**src/rtl/fft_pkg.sv**
```systemverilog
// -----------------------------------------------------------------------------
// fft_pkg
// Shared definitions for the FFT twiddle path.
//   tw_state_t  : sequencer FSM states (IDLE, RUN, DONE)
//   TW_N, TW_W  : default FFT length and twiddle word width
//   LOG2N       : number of radix-2 stages for TW_N
//   STAGE_W/K_W : widths of the stage index and of the exponent k
//   tw_qtable() : elaboration-time builder for one quarter-wave cosine entry,
//                 T[m] = round(cos(2*pi*m/N) * (2^(W-1)-1)), m = 0..N/4
// -----------------------------------------------------------------------------
package fft_pkg;

  typedef enum logic [1:0] {
    IDLE = 2'd0,
    RUN  = 2'd1,
    DONE = 2'd2
  } tw_state_t;

  localparam int TW_N    = 16;
  localparam int TW_W    = 16;
  localparam int LOG2N   = $clog2(TW_N);
  localparam int STAGE_W = $clog2(LOG2N);
  localparam int K_W     = $clog2(TW_N / 2);

  // Only called with constant arguments, so the real math folds away at
  // elaboration. Entries are non-negative (first quadrant), so +0.5 then
  // truncation is round-to-nearest.
  function automatic int tw_qtable(input int m, input int n, input int w);
    real amp;
    real v;
    amp = real'((1 << (w - 1)) - 1);
    v   = $cos(2.0 * 3.14159265358979323846 * real'(m) / real'(n)) * amp;
    return $rtoi(v + 0.5);
  endfunction

endpackage

```
**src/rtl/twiddle_qrom.sv**
```systemverilog
// -----------------------------------------------------------------------------
// twiddle_qrom
// Registered quarter-wave twiddle lookup. Folds exponent k (0..N/2-1) onto the
// quarter-wave cosine table and returns the sign-corrected cos/sin pair one
// clock after k is presented with en high.
// Ports:
//   clk, rst       : clock, asynchronous active-high reset
//   en             : pipeline enable; output register loads only when high
//   k   [KW-1:0]   : twiddle exponent
//   cos_q [W-1:0]  : signed cos(2*pi*k/N), registered
//   sin_q [W-1:0]  : signed sin(2*pi*k/N), registered
// -----------------------------------------------------------------------------
module twiddle_qrom
  import fft_pkg::*;
#(
  parameter int W  = TW_W,
  parameter int N  = TW_N,
  parameter int KW = $clog2(N / 2)
) (
  input  logic                clk,
  input  logic                rst,
  input  logic                en,
  input  logic [KW-1:0]       k,
  output logic signed [W-1:0] cos_q,
  output logic signed [W-1:0] sin_q
);

  localparam int Q = N / 4;
  localparam logic [KW:0] HALF = (KW + 1)'(N / 2);
  localparam logic [KW:0] QTR  = (KW + 1)'(N / 4);

  // Q+1 entries need exactly KW index bits because Q = 2^(KW-1).
  logic signed [W-1:0] qtab [0:Q];

  for (genvar m = 0; m <= Q; m++) begin : g_tab
    localparam int TV = tw_qtable(m, N, W);
    assign qtab[m] = TV[W-1:0];
  end

  logic [KW:0]         kx;
  logic [KW-1:0]       cidx;
  logic [KW-1:0]       sidx;
  logic                cneg;
  logic signed [W-1:0] cos_d;
  logic signed [W-1:0] sin_d;

  // Second quadrant (k > N/4): cos is the mirrored entry negated, sin is
  // read straight from the table. Table magnitudes never reach 2^(W-1), so
  // the negation cannot overflow.
  always_comb begin
    kx = {1'b0, k};
    if (kx <= QTR) begin
      cidx = KW'(kx);
      sidx = KW'(QTR - kx);
      cneg = 1'b0;
    end else begin
      cidx = KW'(HALF - kx);
      sidx = KW'(kx - QTR);
      cneg = 1'b1;
    end
    cos_d = cneg ? -qtab[cidx] : qtab[cidx];
    sin_d = qtab[sidx];
  end

  always_ff @(posedge clk or posedge rst) begin
    if (rst) begin
      cos_q <= '0;
      sin_q <= '0;
    end else if (en) begin
      cos_q <= cos_d;
      sin_q <= sin_d;
    end
  end

endmodule

```
**src/rtl/twiddle_sequencer.sv**
```systemverilog
// -----------------------------------------------------------------------------
// twiddle_sequencer
// Emits the ordered twiddle stream for a radix-2 FFT: stage s = 0..log2N-1
// (outer), butterfly b = 0..N/2-1 (inner), one cos/sin pair per butterfly.
// Two pipeline stages: exponent/table-read register (twiddle_qrom plus the
// stage/k/valid tags), then the output register.
// Build option: define TWIDDLE_DIF_EN for decimation-in-frequency ordering
// k = (b mod N/2^(s+1)) * 2^s; default is DIT, k = (b mod 2^s) * N/2^(s+1).
// Ports:
//   clk, rst        : clock, asynchronous active-high reset
//   start           : one-cycle request, honoured only in IDLE
//   busy            : high while the sequence runs (FSM in RUN)
//   done            : one-cycle pulse after the final handshake
//   tw_valid/ready  : output handshake
//   tw_cos, tw_sin  : signed Q1.(W-1) twiddle pair (sin without the minus)
//   tw_stage, tw_k  : stage and exponent of the presented pair
//   dbg_state       : current FSM state, for observation only
// Handshake: a pair transfers on a cycle where tw_valid && tw_ready. Once
// tw_valid is high it stays high, with tw_cos/tw_sin/tw_stage/tw_k stable,
// until that transfer happens. The whole pipeline and the counters advance
// only when the output register is empty or being drained.
// -----------------------------------------------------------------------------
module twiddle_sequencer
  import fft_pkg::*;
#(
  parameter int W = TW_W,
  parameter int N = TW_N
) (
  input  logic                          clk,
  input  logic                          rst,
  input  logic                          start,
  output logic                          busy,
  output logic                          done,
  output logic                          tw_valid,
  input  logic                          tw_ready,
  output logic signed [W-1:0]           tw_cos,
  output logic signed [W-1:0]           tw_sin,
  output logic [$clog2($clog2(N))-1:0]  tw_stage,
  output logic [$clog2(N/2)-1:0]        tw_k,
  output tw_state_t                     dbg_state
);

  localparam int L  = $clog2(N);
  localparam int SW = $clog2(L);
  localparam int KW = $clog2(N / 2);

  tw_state_t           state;
  tw_state_t           state_nxt;
  logic [SW-1:0]       s_cnt;
  logic [KW-1:0]       b_cnt;
  logic [KW-1:0]       k_cur;
  logic                all_issued;
  logic                en;
  logic                issue;
  logic                last_pair;
  logic                last_hs;
  logic                v1;
  logic [SW-1:0]       s1;
  logic [KW-1:0]       k1;
  logic signed [W-1:0] cos1;
  logic signed [W-1:0] sin1;

  assign en        = !tw_valid || tw_ready;
  assign last_pair = (s_cnt == SW'(L - 1)) && (b_cnt == KW'(N / 2 - 1));
  assign dbg_state = state;

  // Exponent from the counters. Shifting within a KW-bit result drops the
  // high bits of b, which is exactly the "mod" in both orderings
  // (shift distance KW-s for DIT, s for DIF).
  always_comb begin
`ifdef TWIDDLE_DIF_EN
    k_cur = b_cnt << s_cnt;
`else
    k_cur = b_cnt << (KW - int'(s_cnt));
`endif
  end

  // ---------------- FSM: state register ----------------
  always_ff @(posedge clk or posedge rst) begin
    if (rst) state <= IDLE;
    else     state <= state_nxt;
  end

  // ---------------- FSM: next state ----------------
  always_comb begin
    state_nxt = state;
    case (state)
      IDLE:    if (start)   state_nxt = RUN;
      RUN:     if (last_hs) state_nxt = DONE;
      DONE:    state_nxt = IDLE;
      default: state_nxt = IDLE;
    endcase
  end

  // ---------------- FSM: outputs ----------------
  // The first pair is issued in the same cycle start is accepted, so it
  // reaches the output two cycles later. The final handshake is the one that
  // drains the output register once everything is issued and stage 1 is empty.
  always_comb begin
    busy    = (state == RUN);
    done    = (state == DONE);
    issue   = en && (((state == IDLE) && start) || ((state == RUN) && !all_issued));
    last_hs = (state == RUN) && all_issued && !v1 && tw_valid && tw_ready;
  end

  // ---------------- stage/butterfly counters ----------------
  always_ff @(posedge clk or posedge rst) begin
    if (rst) begin
      s_cnt      <= '0;
      b_cnt      <= '0;
      all_issued <= 1'b0;
    end else begin
      if (issue) begin
        if (last_pair) begin
          s_cnt <= '0;
          b_cnt <= '0;
        end else if (b_cnt == KW'(N / 2 - 1)) begin
          b_cnt <= '0;
          s_cnt <= s_cnt + SW'(1);
        end else begin
          b_cnt <= b_cnt + KW'(1);
        end
      end
      if (state == DONE)          all_issued <= 1'b0;
      else if (issue && last_pair) all_issued <= 1'b1;
    end
  end

  // ---------------- pipeline stage 1: table read + tags ----------------
  twiddle_qrom #(
    .W  (W),
    .N  (N),
    .KW (KW)
  ) u_qrom (
    .clk   (clk),
    .rst   (rst),
    .en    (en),
    .k     (k_cur),
    .cos_q (cos1),
    .sin_q (sin1)
  );

  always_ff @(posedge clk or posedge rst) begin
    if (rst) begin
      v1 <= 1'b0;
      s1 <= '0;
      k1 <= '0;
    end else if (en) begin
      v1 <= issue;
      s1 <= s_cnt;
      k1 <= k_cur;
    end
  end

  // ---------------- pipeline stage 2: output register ----------------
  always_ff @(posedge clk or posedge rst) begin
    if (rst) begin
      tw_valid <= 1'b0;
      tw_stage <= '0;
      tw_k     <= '0;
      tw_cos   <= '0;
      tw_sin   <= '0;
    end else if (en) begin
      tw_valid <= v1;
      tw_stage <= s1;
      tw_k     <= k1;
      tw_cos   <= cos1;
      tw_sin   <= sin1;
    end
  end

endmodule
```
**config.mk**
```make
export PLATFORM = sky130hd
export DESIGN_NAME = twiddle_sequencer
export DESIGN_NICKNAME = d
export VERILOG_FILES = /design/src/rtl/fft_pkg.sv /design/src/rtl/twiddle_qrom.sv /design/src/rtl/twiddle_sequencer.sv
export SDC_FILE = /design/constraint.sdc
export NUM_CORES = 1
export LEC_CHECK = 0
export CORE_MARGIN = 3
export CORE_UTILIZATION = 45
export CTS_CLUSTER_DIAMETER = 200
export DETAILED_ROUTE_END_ITERATION = 12
export PLACE_DENSITY_LB_ADDON = 0.08
export SETUP_SLACK_MARGIN = 0.5
export SLEW_MARGIN = 20
export SYNTH_ARGS = -nofsm -noshare
export SYNTH_HDL_FRONTEND = slang
export SYNTH_SLANG_ARGS = --single-unit
```
**constraint.sdc**
```tcl
create_clock -name clk -period 2.95 [get_ports clk]
set_input_delay 0.59 -clock clk [delete_from_list [all_inputs] [get_ports clk]]
set_output_delay 0.59 -clock clk [all_outputs]
set_load 0.1 [all_outputs]
```
Word level (Yosys, flattened, before mapping)

Memories as Yosys holds them, arrays and structs flattened. A register that Yosys moved wholly into a read port is not among the register bits.
Cells that the tools add are included.

Add/sub/neg operators: 7
Magnitude comparators: 2
Eq/ne operators: 6
Shifts and indexed selects: 1
Muxes and demuxes: 14
Bitwise operators: 2
Reduce and logical (&&, ||, !) cells: 19

Operators with widths:

| cell                                                               | number |
|---|---|
| 16-bit two-way mux                                                 | 3 |
| 3-bit by 32-bit left shift with 3-bit output                       | 1 |
| 16-bit negator                                                     | 1 |
| 3-bit two-way mux                                                  | 4 |
| 1-bit logical AND                                                  | 9 |
| 2-bit two-way mux                                                  | 4 |
| 3-bit NOT with 4-bit output                                        | 2 |
| 2-bit == test (second input constant)                              | 2 |
| 4-bit >= comparator (second input constant)                        | 1 |
| 2-bit one-hot mux with 2 select lines                              | 1 |
| 2-bit AND reduction                                                | 2 |
| 2-bit nonzero test                                                 | 2 |
| 3-bit by 1-bit adder with 3-bit output (second input constant)     | 1 |
| 3-bit == test (second input constant)                              | 1 |
| 3-bit <= comparator (second input constant)                        | 1 |
| 1-bit zero test                                                    | 3 |
| 1-bit by 3-bit subtractor with 3-bit output (first input constant) | 1 |
| 2-bit by 2-bit subtractor with 3-bit output (first input constant) | 1 |
| 3-bit subtractor (first input constant)                            | 1 |
| 3-bit subtractor (second input constant)                           | 1 |
| 2-bit by 1-bit adder with 2-bit output (second input constant)     | 1 |
| 2-bit by 1-bit == test with 1-bit output (second input constant)   | 1 |
| 2-bit zero test                                                    | 1 |
| 1-bit logical OR                                                   | 2 |
| 3 further kinds                                                    | 4 |

Flip-flop bits (word level): 68
Bits in read-only memories: 256
Input bits: 4
Output and inout port bits: 42
Logic and storage cells: 66
Memories: 2

Memory list:

| name            | words | width | read ports | clocked after Yosys merged registers in | write ports | line               | RTL |
|---|---|---|---|---|---|---|---|
| (no name shown) | 8     | 16    | 1          | 1                                       | 0           | twiddle_qrom.sv:62 | `sin_d = qtab[sidx];` |
| (no name shown) | 8     | 16    | 1          | 0                                       | 0           | twiddle_qrom.sv:61 | `cos_d = cneg ? -qtab[cidx] : qtab[cidx];` |

Logic depth before layout (Yosys ltp)

Word-level depth: 10
Mapped depth: 12
Depth with buffers taken out: 10

Modules after synthesis

Synthesis repeated with hierarchy kept, for this count alone.

Cells, all modules: 331
Area, all modules: 3239.4 um^2

Modules (own cells, without submodules):

| module            | instances | cells each | area an instance (um^2) | seq. area each (um^2) |
|---|---|---|---|---|
| twiddle_sequencer | 1         | 221        | 2132.0                  | 1301.2 |
| twiddle_qrom      | 1         | 110        | 1107.3                  | 525.5 |

Least setup slack after synthesis

Ideal clock, no wire load.

Path type: reg2out
From: register state[1], in the netlist dbg_state[1]
To: output port done
Data arrival time: 2.469 ns
Data required time: 2.360 ns
Path slack: -0.109 ns
Cell stages (with the launch flop): 2
Path buffers: 0
Cells stage by stage: dfrtp_1 > nor2b_1

Longest elaborated chain between the ends: 1

RTL lines:

| element                | line                     | RTL |
|---|---|---|
| from (decl)            | twiddle_sequencer.sv:47  | `tw_state_t state;` |
| from (signal assigned) | twiddle_sequencer.sv:81  | `else state <= state_nxt;` |
| 2-bit == test          | twiddle_sequencer.sv:101 | `done = (state == DONE);` |
| to (decl)              | twiddle_sequencer.sv:33  | `output logic done,` |

No other way between the ends.

Worst setup path after layout

From: register s_cnt[0]
To: register u_qrom.cos_q[1]

Longest elaborated chain between the ends: 10
Elaborated cells on any way between the ends: 11
Classes of those cells: 3 x add/sub; 1 x order compare; 1 x shift; 4 x mux; 1 x bitwise; 1 x memory

RTL lines:

| element                                                                                   | line                                   | RTL |
|---|---|---|
| from (decl)                                                                               | twiddle_sequencer.sv:49                | `logic [SW-1:0] s_cnt;` |
| from (signal assigned)                                                                    | twiddle_sequencer.sv:119               | `s_cnt <= s_cnt + SW'(1);` |
| 2-bit by 2-bit subtractor with 3-bit output (*)                                           | twiddle_sequencer.sv:74                | `k_cur = b_cnt << (KW - int'(s_cnt));` |
| 3-bit by 32-bit left shift with 3-bit output (*)                                          | twiddle_sequencer.sv:74                |  |
| net k_cur[1]                                                                              | twiddle_sequencer.sv:51                | `logic [KW-1:0] k_cur;` |
| 1-bit by 3-bit subtractor with 3-bit output / 3-bit <= comparator (equally long branches) | twiddle_qrom.sv:57, twiddle_qrom.sv:52 |  |
| 3-bit two-way mux                                                                         | twiddle_qrom.sv:52                     | `if (kx <= QTR) begin` |
| 3-bit NOT with 4-bit output (implied by the code)                                         | twiddle_qrom.sv:61                     |  |
| memory 8 x 16 bit                                                                         | --                                     |  |
| 16-bit two-way mux (implied by the code) (2 in a row)                                     | twiddle_qrom.sv:61                     |  |
| 16-bit negator                                                                            | twiddle_qrom.sv:61                     |  |
| 16-bit two-way mux (*)                                                                    | twiddle_qrom.sv:61                     |  |
| to (signal assigned)                                                                      | twiddle_qrom.sv:70                     | `cos_q <= cos_d;` |
| to (decl)                                                                                 | twiddle_qrom.sv:24                     | `output logic signed [W-1:0] cos_q,` |

Mark *: on every way through the listed nets, which the timed path passes. The rest lies on a longest branch. The select of a mux whose other input is x is not followed.
A chain may end at the register's enable or synchronous reset.

==> results.md <==
- The run finished with clean final reports.
- The number of non-filler instances in the completed layout is 397.
- For the worst setup path, the data required time is ~3.2 ns.
- The share of synthesized flip-flops with an asynchronous set or reset is 1.00.
- Of the available clock period, the critical path in the final layout requires 0.780.
- The H-tree depth reported by CTS is 3.
- For this run, the number of Yosys warnings is 0.
- By count the netlist is led by 105 x nand2_1, 60 x dfrtp_1, 14 x nor2_1.
- Buffers inserted to repair hold after CTS numbered 0.
- The remaining number of nets flagged by the antenna check after routing is 0.
- The worst-case headroom to the max-slew limit is 0.605.
- The actual transition at the worst max-transition pin is 0.592 ns.
- The clock arrives with between 0.008 and 0.009 ns of skew.
- The total vias in the final route is 1965.
- The setup TNS is 0 ns.
- The number of cells on the worst reg-to-reg path is 10.
- The TritonCTS clock tree is yes.
- The floorplan step defined a core boundary enclosing 0.00571 mm2.
- The worst setup path is captured at a register.
- The initial utilization of the core area, before any placement, comes to 0.483.
- The count of flip-flops with a built-in enable after synthesis is 0.
- The clock passes through at most 2 buffers.
- The routed wire length is roughly 5300 um.
- The fraction of final layout cells sized beyond drive strength 1 is 0.234.
- The die boundary width is 84.2 um.
- Walking the worst path, the cells encountered are nand2b_1 -> a21boi_2 -> inv_1 -> ha_2 -> nor2_4 -> mux2i_1 -> ha_1 -> nand3b_1 -> or3_1 -> o311ai_2.
- The die height is ~84 um.
- The worst setup path is launched from a register.
- The congestion estimate from routability-driven global placement came to around 0.75.
- The critical path data arrival time is about 2.5 ns.
- The share of synthesized area in the top cell type comes to 0.545.
- The sequential element share of the synthesized area is 0.545.
- The number of nets handed over by synthesis was 301.
- The worst setup path is of the register to register kind.
- The area added between synthesis and finish is 19.6%.
- On the worst path, the slowest cell contributes a delay of roughly 0.43 ns.
- Counting tap cells, the placed design contains a total of 380 instances.
- In this run the tool buffered the top-level ports with between 40 and 50 buffer cells.
- In the final routed layout, each cell accounts on average for roughly 13 um.
- The first global-routing pass estimated between 9000 and 10000 um of wire.
- The DRC marker count from the first detailed-route iteration is about 100.
- Global routing finished with a remaining overflow of 0.
- The number of ports placed on the die boundary is 46.
- The count of filler cells inserted in the layout is between 500 and 600.
- Among cell families on the critical path, the largest total delay comes from simple AND/OR/NAND/NOR gates.
- The clock drives 60 sinks.
- Summing every instance area after synthesis gives roughly 0.0028 mm2.
- The max-capacitance violation count is 0.
- The initial antenna violation count is 0.
- The placement row count is 27.
- In the routed design, unresolved DRC markers number 0.
- The highest achievable clock rate is 0.434 GHz.
- The flip-flop cell with the highest count after synthesis is dfrtp_1.
- The count of cells along the worst hold path is 2.
- The first TritonRoute pass finished after 4 iterations.
- The net count reported at finish is 335.
- After legalization and detailed placement, the total HPWL measured 3660 um.
- The number of buffer and inverter instances along the worst setup path is 1.
- Entering global routing, the biggest net connects 51 pins.
- The final setup violation count is 0.
- The average cell area after synthesis is roughly 9.6 um2.
- The number of CTS-inserted buffers is 9.
- The number of different library cells in the post-synthesis netlist is 39.
- The count of state elements after synthesis is 60.
- The area of the die is between 0.007 and 0.008 mm2.
- Of all nets on the critical path, the largest fanout is 10.
- At the later pin of the worst-skew pair, clock insertion delay measures roughly 0.33 ns.
- nand2_1 is the most common cell in the netlist.
- The tree is rooted in a clkbuf_8.
- The number of hold violations in the final report was 0.
- Clock-pin slew was measured on the worst setup and hold paths at approximately 0.06 ns.
- The repair_antennas step left the layout with diodes totalling 0.
- The worst min-delay path category is register to register.
- The final count of pins violating max slew is 0.
- The routed design could run at a clock period as short as 2.30 ns.
- After technology mapping, the gate count stands at roughly 290.
- Setup repair after global routing left no endpoint under its margin.
- The cell with the largest stage delay on the worst path is dfrtp_2.
- Ranked by total cell area, the synthesized netlist is headed by dfrtp_1 54%, nand2_1 14%, ha_1 4.5%, buf_4 3.5%, nor2_1 1.9%.
- The via count of the first global-routing pass was 1967.
- For this run, the total global-route usage over all layers was measured as 0.161.
- The critical path runs through a total of 10 cells.
- Of all cell types, the one taking the most synthesized area is dfrtp_1.
- Dividing the detail-routed via count by the number of cells gives slightly below 5.
[repair_timing]
| action | 4_1_cts | 5_1_grt |
|---|---|---|
| gates cloned | 0 | 0 |
| setup buffers | 1 | 1 |
| gates resized for setup | 1 | 2 |
| setup endpoints to repair | 4 | 1 |
| pin swaps | 1 | 0 |
[path summary, 6_finish.rpt]
| kind | start | to | slack [ns] |
|---|---|---|---|
| max in group asynchronous | rst | tw_cos[2]$_DFFE_PP0P_ | 1.72 |
| hold / removal | tw_cos[1]$_DFFE_PP0P_ | tw_cos[1]$_DFFE_PP0P_ | 0.47 |
| min in group asynchronous | rst | tw_cos[12]$_DFFE_PP0P_ | 0.64 |
| setup / recovery | s_cnt[0]$_DFFE_PP0P_ | u_qrom.cos_q[1]$_DFFE_PP0P_ | 0.65 |
| setup reg to reg | s_cnt[0]$_DFFE_PP0P_ | u_qrom.cos_q[1]$_DFFE_PP0P_ | 0.65 |
| hold reg to reg | tw_cos[1]$_DFFE_PP0P_ | tw_cos[1]$_DFFE_PP0P_ | 0.47 |
[cell families (layout without fill, tap and decap cells)]
group | count (synthesis) | after routing | share of synthesized area
AND/OR/NAND/NOR | 139 | 139 | 0.210
flip-flops | 60 | 60 | 0.545
AO/OA/AOI/OAI | 36 | 36 | 0.0926
buffers and inverters | 32 | 70 | 0.0686
adder cells (fa/ha/maj) | 10 | 10 | 0.0454
multiplexers | 9 | 9 | 0.0368
other | 1 | 1 | 0.00136
[stage by stage]
stage                     setup slack (ns)  utilization  area (um2)  hold WS (ns)
final                                0.648        0.577        3290         0.465
after global routing                 0.545        0.577        3290         0.499
after CTS                            0.543        0.575        3280         0.471
after detailed placement             0.298        0.543        3100         0.457
after global placement               0.433        0.543        3100         0.452
after floorplan                      0.525            -        2780         0.439
[metal layers]
metal,vias up,share of wire,global-route usage
li1,985,-,-
met2,31,0.49,0.265
met1,941,0.45,0.197
met4,0,0.015,0.0702
met5,-,0,0
met3,8,0.041,0.0481
[worst reg2reg max path: cells and delay by family, from the launching register on]
family                     cells  cell delay [ns]
buffers and inverters          1             0.09
adders and majority gates      2             0.46
muxes                          1             0.20
AOI/OAI and AO/OA              2             0.25
DFF                            1             0.43
and+or+nand+nor                4             0.79
[final cells by class]
class / count / area, um2 / share of cell area
Sequential cell: 60 / 1500 / 0.456
Multi-Input combinational cell: 195 / 1110 / 0.336
Timing Repair Buffer: 50 / 408 / 0.124
Clock buffer: 13 / 159 / 0.0482
Tap cell: 72 / 90.1 / 0.0273
Inverter: 5 / 18.8 / 0.00570
Clock inverter: 2 / 10.0 / 0.00304
[placed cells by master (no fill, tap or decap), drive strengths merged]
cell           count
a2111oi            1
a211o              1
a211oi             1
a21boi             1
a21o               2
a21oi             10
a221o              1
a22o               1
a22oi              1
a31oi              3
and2               1
and3b              1
buf               47
clkbuf            13
clkdlybuf4s50      3
clkinv             2
conb               1
dfrtp             60
ha                10
inv                5
mux2               6
mux2i              3
nand2            105
nand2b             6
nand3              1
nand3b             1
nand4b             1
nor2              14
nor2b              4
nor4               1
nor4b              1
o21ai              7
o311ai             1
o31ai              6
or3                3
[state kept, by name, indices dropped and copies added (netlist names)]
signal and cells:
u_qrom.cos_q 12, all_issued 1, v1 1, k1 3, b_cnt 3, dbg_state 2
tw_sin 8, tw_k 3, tw_valid 1, s_cnt 2, u_qrom.sin_q 8, tw_stage 2
tw_cos 12, s1 2
Power is left out: the tool's default activity adds up to more than one toggle a clock period on the data nets, which glitch-free logic cannot reach.
